`src/rtl/vga_timing_pkg.sv`:
```
// Shared timing constants and axis-state encoding for the VGA raster generator.
package vga_timing_pkg;

    // Raster counters are 11 bits wide; totals above 2047 cannot be represented.
    localparam int COUNT_W = 11;

    // Default 640x480@60 timing (pixels / lines).
    localparam int DEF_H_VISIBLE = 640;
    localparam int DEF_H_FRONT   = 16;
    localparam int DEF_H_SYNC    = 96;
    localparam int DEF_H_BACK    = 48;
    localparam int DEF_V_VISIBLE = 480;
    localparam int DEF_V_FRONT   = 10;
    localparam int DEF_V_SYNC    = 2;
    localparam int DEF_V_BACK    = 33;

    // Full span of one axis: visible + front porch + sync + back porch.
    function automatic int axis_total(input int vis, input int front, input int sync, input int back);
        return vis + front + sync + back;
    endfunction

    localparam int H_TOTAL = axis_total(DEF_H_VISIBLE, DEF_H_FRONT, DEF_H_SYNC, DEF_H_BACK);
    localparam int V_TOTAL = axis_total(DEF_V_VISIBLE, DEF_V_FRONT, DEF_V_SYNC, DEF_V_BACK);

    // Phase of one raster axis; both axes walk VISIBLE -> FRONT -> SYNC -> BACK.
    typedef enum logic [1:0] {
        ST_VISIBLE = 2'd0,
        ST_FRONT   = 2'd1,
        ST_SYNC    = 2'd2,
        ST_BACK    = 2'd3
    } axis_state_t;

endpackage

```
`src/rtl/vga_axis_counter.sv`:
```
// One raster axis: position counter plus 4-phase sync FSM, advancing on enable.
// Exposes look-ahead flags so the parent can register its outputs against the
// position that is about to be loaded, keeping every output aligned with count.
module vga_axis_counter
    import vga_timing_pkg::*;
#(
    parameter int VIS_LEN   = DEF_H_VISIBLE,
    parameter int FRONT_LEN = DEF_H_FRONT,
    parameter int SYNC_LEN  = DEF_H_SYNC,
    parameter int BACK_LEN  = DEF_H_BACK
) (
    input  logic               clk,
    input  logic               reset,
    input  logic               enable,
    output logic [COUNT_W-1:0] count,
    output logic               wrap,
    output logic               sync_active,
    output logic               visible_next,
    output logic               last_next
);

    localparam int TOTAL = axis_total(VIS_LEN, FRONT_LEN, SYNC_LEN, BACK_LEN);

    // Last position of each phase; the FSM leaves a phase when count sits here.
    localparam logic [COUNT_W-1:0] VIS_END   = COUNT_W'(VIS_LEN - 1);
    localparam logic [COUNT_W-1:0] FRONT_END = COUNT_W'(VIS_LEN + FRONT_LEN - 1);
    localparam logic [COUNT_W-1:0] SYNC_END  = COUNT_W'(VIS_LEN + FRONT_LEN + SYNC_LEN - 1);
    localparam logic [COUNT_W-1:0] LAST      = COUNT_W'(TOTAL - 1);

    axis_state_t        state;
    axis_state_t        state_next;
    logic [COUNT_W-1:0] count_next;

    // Next position and phase, evaluated only when this axis is told to advance.
    always_comb begin
        // NOTE: every combinational output gets a default first so no path leaves it unassigned (no latch).
        count_next = count;
        state_next = state;
        wrap       = enable && (count == LAST);
        if (enable) begin
            count_next = (count == LAST) ? '0 : count + COUNT_W'(1);
            unique case (state)
                ST_VISIBLE: if (count == VIS_END)   state_next = ST_FRONT;
                ST_FRONT:   if (count == FRONT_END) state_next = ST_SYNC;
                ST_SYNC:    if (count == SYNC_END)  state_next = ST_BACK;
                ST_BACK:    if (count == LAST)      state_next = ST_VISIBLE;
            endcase
        end
        visible_next = (state_next == ST_VISIBLE);
        last_next    = (count_next == LAST);
    end

    // Position, phase and registered sync flag; reset parks the axis on its last position.
    always_ff @(posedge clk or posedge reset) begin
        // NOTE: sequential state uses non-blocking assignments so all registers sample pre-edge values.
        if (reset) begin
            count       <= LAST;
            state       <= ST_BACK;
            sync_active <= 1'b0;
        end else if (enable) begin
            count       <= count_next;
            state       <= state_next;
            sync_active <= (state_next == ST_SYNC);
        end
    end

endmodule

```
`src/rtl/vga_timing_gen.sv`:
```
// VGA raster timing source: pixel-rate prescaler, horizontal and vertical axis
// counters, sync pins and line/frame markers, all aligned to the same pixel.
module vga_timing_gen
    import vga_timing_pkg::*;
#(
    parameter int CLK_DIV   = 2,
    parameter int H_VISIBLE = DEF_H_VISIBLE,
    parameter int H_FRONT   = DEF_H_FRONT,
    parameter int H_SYNC    = DEF_H_SYNC,
    parameter int H_BACK    = DEF_H_BACK,
    parameter int V_VISIBLE = DEF_V_VISIBLE,
    parameter int V_FRONT   = DEF_V_FRONT,
    parameter int V_SYNC    = DEF_V_SYNC,
    parameter int V_BACK    = DEF_V_BACK,
    parameter int SYNC_POL  = 0
) (
    input  logic               clk,
    input  logic               reset,
    output logic               pix_en,
    output logic [COUNT_W-1:0] countH,
    output logic [COUNT_W-1:0] countV,
    output logic               h_sinc,
    output logic               v_sinc,
    output logic               visible,
    output logic               h_Disp,
    output logic               v_Disp
);

    localparam int                DIV_W    = (CLK_DIV > 1) ? $clog2(CLK_DIV) : 1;
    localparam logic [DIV_W-1:0]  DIV_LAST = DIV_W'(CLK_DIV - 1);
    localparam logic              ACTIVE   = (SYNC_POL != 0);

    logic [DIV_W-1:0] divider;

    logic h_wrap;
    logic h_sync_active;
    logic h_visible_next;
    logic h_last_next;
    logic v_enable;
    logic v_sync_active;
    logic v_visible_next;
    logic v_last_next;
    logic frame_wrap_unused;   // end-of-frame is taken from the look-ahead flags instead

    // Prescaler: divider cycles 0..CLK_DIV-1, pix_en is a registered one-clock pulse on its last count.
    always_ff @(posedge clk or posedge reset) begin
        if (reset) begin
            divider <= '0;
            pix_en  <= 1'b0;
        end else begin
            pix_en  <= (divider == DIV_LAST);
            divider <= (divider == DIV_LAST) ? '0 : divider + DIV_W'(1);
        end
    end

    // Lines advance only on the pixel edge that wraps the horizontal counter.
    assign v_enable = pix_en && h_wrap;

    vga_axis_counter #(
        .VIS_LEN   (H_VISIBLE),
        .FRONT_LEN (H_FRONT),
        .SYNC_LEN  (H_SYNC),
        .BACK_LEN  (H_BACK)
    ) u_h_axis (
        .clk          (clk),
        .reset        (reset),
        .enable       (pix_en),
        .count        (countH),
        .wrap         (h_wrap),
        .sync_active  (h_sync_active),
        .visible_next (h_visible_next),
        .last_next    (h_last_next)
    );

    vga_axis_counter #(
        .VIS_LEN   (V_VISIBLE),
        .FRONT_LEN (V_FRONT),
        .SYNC_LEN  (V_SYNC),
        .BACK_LEN  (V_BACK)
    ) u_v_axis (
        .clk          (clk),
        .reset        (reset),
        .enable       (v_enable),
        .count        (countV),
        .wrap         (frame_wrap_unused),
        .sync_active  (v_sync_active),
        .visible_next (v_visible_next),
        .last_next    (v_last_next)
    );

    // Visible flag and markers are registered from the upcoming position so they never glitch.
    always_ff @(posedge clk or posedge reset) begin
        if (reset) begin
            visible <= 1'b0;
            h_Disp  <= 1'b0;
            v_Disp  <= 1'b0;
        end else if (pix_en) begin
            visible <= h_visible_next && v_visible_next;
            h_Disp  <= h_last_next;
            v_Disp  <= h_last_next && v_last_next;
        end
    end

    // Sync pins: a register steered to a constant level, so polarity adds no combinational hazard.
    assign h_sinc = h_sync_active ? ACTIVE : ~ACTIVE;
    assign v_sinc = v_sync_active ? ACTIVE : ~ACTIVE;

endmodule

```
`config.mk`:
```
export PLATFORM = sky130hd
export DESIGN_NAME = vga_timing_gen
export DESIGN_NICKNAME = d
export VERILOG_FILES = /design/src/rtl/vga_timing_pkg.sv /design/src/rtl/vga_axis_counter.sv /design/src/rtl/vga_timing_gen.sv
export SDC_FILE = /design/constraint.sdc
export NUM_CORES = 1
export LEC_CHECK = 0
export CAP_MARGIN = 30
export CORE_MARGIN = 1
export CORE_UTILIZATION = 45
export DETAILED_ROUTE_END_ITERATION = 12
export PLACE_DENSITY_LB_ADDON = 0.1
export SLEW_MARGIN = 20
export SYNTH_ARGS = -nofsm -noshare
export SYNTH_HDL_FRONTEND = slang
export SYNTH_SLANG_ARGS = --single-unit
```
`constraint.sdc`:
```
create_clock -name clk -period 2.5 [get_ports clk]
set_input_delay 0.25 -clock clk [delete_from_list [all_inputs] [get_ports clk]]
set_output_delay 0.25 -clock clk [all_outputs]
set_load 0.05 [all_outputs]
```
======== After elaboration in Yosys (flattened, before gate mapping) ========
Index checks and enable logic that the tools add are counted.
word-level totals
  register bits after elaboration ......... 33
  bits in latches ......................... 0
  memory bits (writable) .................. 0
  ROM bits ................................ 0
  bits of input ports ..................... 2
  output and inout port bits .............. 28
  logic and storage cells ................. 59
  memories kept ........................... 0
operators by class
  $add $sub $neg .......................... 3
  $mul .................................... 0
  div/mod/pow operators ................... 0
  magnitude comparators ................... 0
  equal/unequal tests ..................... 18
  shifts and indexed selects .............. 0
  muxes and demuxes ....................... 19
  bitwise gates (word level) .............. 0
  reductions and logical operators ........ 8
operator list
  kind                     count
  $eq A11 B10 Y1 const B   7
  $mux W11                 4
  $eq A11 B9 Y1 const B    3
  $add A11 B1 Y11 const B  2
  $mux W2                  10
  $pmux W2 S4              2
  $eq A2 B2 Y1 const B     6
  $logic_not A2 Y1         4
  $eq A2 B1 Y1 const B     2
  $logic_and A1 B1 Y1      4
  $mux W1                  3
  $add A1 B1 Y1 const B    1

======== Longest topological paths before layout ========
Gate-level depths: netlist (run 1).
  word-level depth ........................ 6
  depth in mapped cells ................... 10
  mapped depth without buffers ............ 8

======== Cells and area by module ========
From an unflattened synthesis (run 1), not the netlist that was laid out.
second synthesis, totals
  cells, all modules ...................... 209
  area total of the unflattened synthesis .. 2095.8 µm²
by module, submodules not included
  module                       instances  cells each  area each (µm²)  sequential area each (µm²)
  vga_axis_counter (u_h_axis)  1          102         982.2            361.6
  vga_axis_counter (u_v_axis)  1          90          923.4            356.6
  vga_timing_gen               1          17          190.2            125.1

======== Worst setup path after synthesis (run 1) ========
No wires, ideal clock.
  path type ............................... flip-flop to flip-flop
  start point ............................. register u_h_axis.count[0]
  end point ............................... register v_Disp
  library setup time ...................... 95 ps
  arrival time ............................ 2798 ps
  required time ........................... 2405 ps
  path slack .............................. -394 ps
  cell stages (with the launch flop) ...... 11
  path buffers ............................ 3
  period minus slack after synthesis ...... 2894 ps
  cell sequence ........................... dfstp_2 > ha_1 > buf_2 > and3_1 > buf_4 > and4_1 > buf_4 > nand2_4 > a2111o_1 > or4_1 > o31ai_1
between the ends
  longest elaborated chain between the ends .. 6
  elaborated cells between the ends (all ways) .. 10
  classes of those cells .................. add/sub: 1; eq/ne: 3; mux: 3; reduce/logical: 3
ends and longest elaborated chain
  item                                                                     line                    source
  start, declared                                                          vga_axis_counter.sv:15  output logic [COUNT_W-1:0] count,
  start signal, assigned                                                   vga_axis_counter.sv:61  count <= count_next;
  parallel branches: the longest is 5 deep, another holds $add A11 B1 Y11  n/a
  $logic_and A1 B1 Y1 (*)                                                  vga_timing_gen.sv:100   v_Disp <= h_last_next && v_last_next;
  end signal, assigned                                                     vga_timing_gen.sv:100
  end, declared                                                            vga_timing_gen.sv:26    output logic v_Disp
Every way passes the cells marked *.
A chain may end at the register's enable or synchronous reset.

======== Worst setup path in the final report (run 1) ========
  start point ............................. register u_h_axis.count[8]
  end point ............................... register v_Disp
Same word-level chain as after synthesis.

==> results.py, run 1 <==
metrics = {
    "timing": {
        "finalSetupViolCount": 1,
        "rsz0062_at_grt": "yes",
        "finalClockSkew_ps": 8.46,
        "fin_crit_ps": 2520,
        "finalCritPeriodShare": 1.01,
        "maxSlewViolCount": 0,
        "clock.fmax_mhz": 397,
        "whs_ps": 350,
        "tightest_slew_ps": 508,
        "setup_slack_ps": -16.1,
        "hold_viol_final": 0,
        "relSlewSlack": 0.658,
    },
    "synth": {
        "syn-num-nets": 227,
        "async_flop_share": 1.00,
        "yosysTopAreaCell": "dfrtp_1",
        "syn_area_per_cell_um2": 9.01,
        "yosysTopAreaCellShare": 0.239,
        "ys_ff_latch": 33,
        "synth_most_common_cell": "nand2_1",
        "ys_seq_area_frac": 0.424,
        "synth_area_leaders": "dfrtp_1, dfstp_2, nand2_1",
        "synthCells": 221,
        "netlist_area_um2": 1990,
        "synth_cell_types": 52,
        "synth_commonest_cells": "nand2_1, dfrtp_1, inv_1",
        "synth_edf_count": 0,
        "ys.flop_type": "dfrtp_1",
        "yosysWarnings": 0,
    },
    "global_routing": {
        "grt_util_all_layers": 0.249,
        "antenna_found_initial": 0,
        "grt_pass1_vias": 1761,
        "grt_max_degree": 34,
        "grt_overflow_total": 0,
        "grt_first_pass_wirelength_mm": 8.54,
    },
    "worst_setup_path": {
        "critPathMaxFanout": 6,
        "worstSetupPathDepth": 6,
        "crit_top_cell": "or4_4",
        "reg2reg_to": "v_Disp",
        "rr_worst_depth": 6,
        "end_kind": "flop",
        "cpLargestDelayFamily": "simple AND/OR/NAND/NOR gates",
        "critPathSlowestCell": "dfstp_2",
        "crit_chain": "nand4_1, nor4_4, xor2_1, or4_4, or4_4, o31ai_2",
        "start_kind": "flop",
        "cp.arrival_ps": 2710,
        "critPathMaxStageDelay_ps": 580,
        "critPathBufInv": 0,
        "crit_type": "flop to flop",
        "r2r_start": "u_h_axis.count[8]",
        "cp_data_required_time_ps": 2700,
        "r2r_slack_ps": -20,
    },
    "final_layout": {
        "diodes": 0,
        "layout-drive-gt1-share": 0.250,
        "utilization": 0.647,
        "nets": 281,
        "nFillCells": 347,
        "area_growth_pct": 33.7,
        "instances_no_fill": 326,
    },
    "cts": {
        "cts.path.max_buffers": 2,
        "hold_buffers": 0,
        "h-tree-depth": 2,
        "cts.root.buffer_cell": "clkbuf_8",
        "clk_pin_slew_ps": 70,
        "clock-sinks": 33,
        "numCtsBuffers": 5,
        "cts_tree": "done",
        "clock_latency_ps": 280,
    },
    "detailed_routing": {
        "dr.pass1.iters": 4,
        "drc": 0,
        "wire_per_inst_um": 16.0,
        "num_vias": 1878,
        "viasPerCell": 5.76,
        "drtIter0Drc": 174,
        "routed_wl_mm": 5.23,
        "ant_nets": 0,
    },
    "floorplan": {
        "core_area_um2": 4120,
        "die_w_um": 68.5,
        "start_util": 0.484,
        "die_h_um": 68.5,
        "fp.dieArea_um2": 4690,
        "io_pins": 30,
        "rows": 23,
    },
    "power_and_ir_drop": {
        "p_leak_nw": 1.12,
        "ir_drop_mv": 0.197,
        "power_mw": 0.963,
        "powerDensity_nw_per_um2": 362,
    },
    "worst_hold_path": {
        "min-delay-path-class": "input pin to asynchronous set/reset pin",
    },
    "placed_design": {
        "portBuffers": 29,
        "dpl.hpwl_mm": 3.62,
        "place_inst": 310,
        "pre_cts_ws_ps": -115,
        "gp_congestion": 0.877,
    },
    "outcome": {
        "violations": "setup timing",
        "status": "finished with violations",
    },
    "flow_run": {
        "cap_violations": 0,
    },
}
## kinds of logic (layout without fill, tap and decap cells)
kind of cell / Yosys count / in the layout / synth area share
compound gates: 43 / 43 / 0.144
xor+xnor: 13 / 13 / 0.0572
fa+ha+maj: 4 / 4 / 0.0251
buf+inv: 29 / 84 / 0.0616
flops: 33 / 33 / 0.424
mux: 1 / 1 / 0.00566
simple gates: 98 / 98 / 0.283
## final cells by class
| class | count | area (um2) | area share |
|---|---|---|---|
| clock buffer | 8 | 90.1 | 0.0339 |
| multi-input combinational | 159 | 1080 | 0.405 |
| timing repair buffer | 60 | 523 | 0.197 |
| tap | 50 | 62.6 | 0.0235 |
| sequential | 33 | 847 | 0.318 |
| inverter | 16 | 60.1 | 0.0226 |
## metal layers
layer	vias to the layer above	track usage	wire length, um
li1	900	-	-
met5	-	0	0
met4	0	0.0911	104
met1	892	0.324	2340
met3	11	0.0609	322
met2	75	0.400	2460
## tightest hold or removal path: stages
cell,delay (ps)
clkdlybuf4s50_1,390
inv_1,50
buf_4,370
## where the power goes
group | switching (mW) | leakage, nW | internal (mW) | total [mW]
sequential | 0 | 0.402 | 0.535 | 0.535
clock | 0.191 | 0.0455 | 0.225 | 0.416
combinational | 0.0103 | 0.671 | 0.00250 | 0.0128
total | 0.201 | 1.12 | 0.762 | 0.963
## registers in the layout (all words and copies together), names as in the netlist
| signal | count |
|---|---|
| divider | 1 |
| h_Disp | 1 |
| pix_en | 1 |
| u_h_axis.count | 11 |
| u_h_axis.state | 2 |
| u_h_axis.sync_active | 1 |
| u_v_axis.count | 11 |
| u_v_axis.state | 2 |
| u_v_axis.sync_active | 1 |
| v_Disp | 1 |
| visible | 1 |
## placed cells by master, fill, tap and decap left out, drive strengths merged, types with 5 or more instances in the layout
cell / Yosys / final
nor2: 14 / 14
inv: 16 / 16
nand4: 10 / 10
nand3: 13 / 13
buf: 7 / 31
nand2: 25 / 25
and3: 7 / 7
nor4: 5 / 5
dfstp: 14 / 14
clkbuf: 6 / 8
xnor2: 8 / 8
o21ai: 10 / 10
a21oi: 10 / 10
dfrtp: 19 / 19
clkdlybuf4s50: 0 / 29
xor2: 5 / 5
## metrics by stage
step	cell area (um2)	TNS [ps]
floorplan	2020	-217
global placement	2470	-9.57
detailed placement	2470	-115
CTS	2630	-17.7
global route	2660	-85.0
finish	2660	-16.1
## worst max path at each step
stage	from	endpoint	slack (ps)
2_1_floorplan	u_h_axis.count[1]	v_Disp	-220
3_3_place_gp	u_h_axis.count[0]	v_Disp	-10
3_5_place_dp	u_h_axis.count[0]	v_Disp	-110
4_1_cts	u_h_axis.count[0]	v_Disp	-20
5_1_grt	u_h_axis.count[8]	v_Disp	-90
6_report	u_h_axis.count[8]	v_Disp	-20
## timing repair
item / in CTS / in global routing
pin swaps: 11 / 7
resized for setup: 4 / 4
setup buffers: 5 / 3
endpoints found under the setup margin: 1 / 1
Power figures use the tool's default switching activity.
==> run 2: changes to the inputs <==
==> constraint.sdc (replaced) <==
create_clock -name clk -period 2.7 [get_ports clk]
set_input_delay 0.27 -clock clk [delete_from_list [all_inputs] [get_ports clk]]
set_output_delay 0.27 -clock clk [all_outputs]
set_load 0.05 [all_outputs]
==> results.py, run 2 (synthesized netlist as in run 1, its figures left out) <==
metrics = {
    "outcome": {
        "status": "complete, no violations",
    },
    "global_routing": {
        "use_met1": 0.266,
        "grt_use_met3": 0.0543,
        "grt_overflow_total": 0,
        "grt_util_all_layers": 0.218,
        "grt_max_degree": 34,
        "busiest_layer": "met2",
        "grt_pass1_vias": 1592,
        "grt_first_pass_wirelength_mm": 7.42,
        "antenna_found_initial": 0,
        "globalRouteMet2Util": 0.373,
    },
    "timing": {
        "clock.fmax_mhz": 385,
        "finalSetupViolCount": 0,
        "setup_slack_ps": 100,
        "hold_viol_final": 0,
        "whs_ps": 368,
        "relSlewSlack": 0.655,
        "tightest_slew_ps": 513,
        "finalClockSkew_ps": 9.31,
        "finalSetupTns_ps": 0,
        "fin_crit_ps": 2600,
        "finalCritPeriodShare": 0.963,
        "maxSlewViolCount": 0,
    },
    "cts": {
        "h-tree-depth": 2,
        "clock_latency_ps": 280,
        "numCtsBuffers": 5,
        "clk_pin_slew_ps": 70,
        "cts.path.max_buffers": 2,
        "cts.root.buffer_cell": "clkbuf_8",
        "clock-sinks": 33,
        "cts_tree": "done",
    },
    "final_layout": {
        "nets": 264,
        "layout_common_cells": "clkdlybuf4s50_1, nand2_1, dfrtp_1",
        "diodes": 0,
        "final_area_um2": 2520,
        "layout-drive-gt1-share": 0.185,
        "utilization": 0.613,
        "layout_commonest_cell": "clkdlybuf4s50_1",
        "top_regs": "u_h_axis.count (11), u_v_axis.count (11)",
        "area_growth_pct": 26.7,
        "instances_no_fill": 309,
    },
    "worst_setup_path": {
        "crit_chain": "ha_4, inv_2, nor4_4, xor2_1, or4_1, or4_1, o31ai_2",
        "cp_data_required_time_ps": 2900,
        "start_kind": "flop",
        "r2r_start": "u_h_axis.count[0]",
        "crit_type": "flop to flop",
        "rr_worst_depth": 7,
        "reg2reg_to": "v_Disp",
        "r2r_slack_ps": 100,
        "end_kind": "flop",
        "crit_end": "v_Disp",
        "cp.arrival_ps": 2800,
        "critPathMaxStageDelay_ps": 650,
        "worstSetupStartpoint": "u_h_axis.count[0]",
        "critPathMaxFanout": 7,
        "crit_top_cell": "or4_1",
        "critPathSlowestCell": "dfstp_4",
    },
    "placed_design": {
        "portBuffers": 29,
        "pre_cts_ws_ps": 36.2,
        "place_inst": 298,
        "placed_area_um2": 2380,
        "gp_congestion": 0.831,
        "dpl.hpwl_mm": 3.42,
    },
    "detailed_routing": {
        "num_vias": 1789,
        "dr.pass1.iters": 4,
        "drc": 0,
        "drtIter0Drc": 173,
        "ant_nets": 0,
        "viasPerCell": 5.79,
        "wire_per_inst_um": 15.1,
        "routed_wl_mm": 4.68,
    },
    "floorplan": {
        "die_h_um": 68.5,
        "fp.dieArea_um2": 4690,
        "core_area_um2": 4120,
        "rows": 23,
        "io_pins": 30,
        "start_util": 0.484,
        "die_w_um": 68.5,
    },
    "power_and_ir_drop": {
        "powerDensity_nw_per_um2": 352,
        "p_leak_nw": 1.02,
        "ir_drop_mv": 0.264,
        "power_mw": 0.888,
    },
    "flow_run": {
        "cap_violations": 0,
    },
    "worst_hold_path": {
        "min-delay-path-class": "input pin to asynchronous set/reset pin",
    },
}
run 2: changes by cell type in the layout (fill, tap and decap cells not counted), sizes merged:
cell	delta
buf	-17
run 2: where the power goes:
group,switching [mW],total (mW),internal (mW),leakage (nW)
Combinational,0.00913,0.0114,0.00231,0.577
Clock,0.173,0.381,0.208,0.0455
Sequential,0,0.495,0.495,0.402
run 2: repair_timing:
item	4_1_cts	5_1_grt
setup endpoints to repair	0	2
gates resized for setup	0	4
hold buffers	0	0
setup buffers	0	3
run 2: worst min-delay path by stage:
stage | endpoint | cells past startpoint | slack, ps | from
5_1_grt | pix_en | 0 | 390 | divider
3_3_place_gp | pix_en | 0 | 360 | divider
2_1_floorplan | pix_en | 0 | 350 | divider
4_1_cts | u_h_axis.count[7] | 3 | 390 | reset
3_5_place_dp | pix_en | 0 | 370 | divider
6_report | h_Disp | 3 | 370 | reset
run 2: layout make-up:
cell class / instances / area [um2]
Fill cell: 393 / 1590
Timing Repair Buffer: 43 / 395
Inverter: 16 / 60.1
Multi-Input combinational cell: 159 / 1070
Sequential cell: 33 / 847
Tap cell: 50 / 62.6
Clock buffer: 8 / 90.1
run 2: layer usage:
layer  share of wire  routed length, um  vias up
li1                -                  -      870
met3           0.046                216        6
met4           0.013                 59        0
met5               0                  0        -
met1            0.45               2100      851
met2            0.49               2300       62
run 2: worst max-delay path, delay by kind of cell (launching register included):
family | cells | cell delay [ps]
xor gates and xnor gates | 1 | 120
and+or+nand+nor | 3 | 1330
buffers and inverters | 1 | 50
DFF | 1 | 650
adders and majority gates | 1 | 180
AOI/OAI and AO/OA | 1 | 180
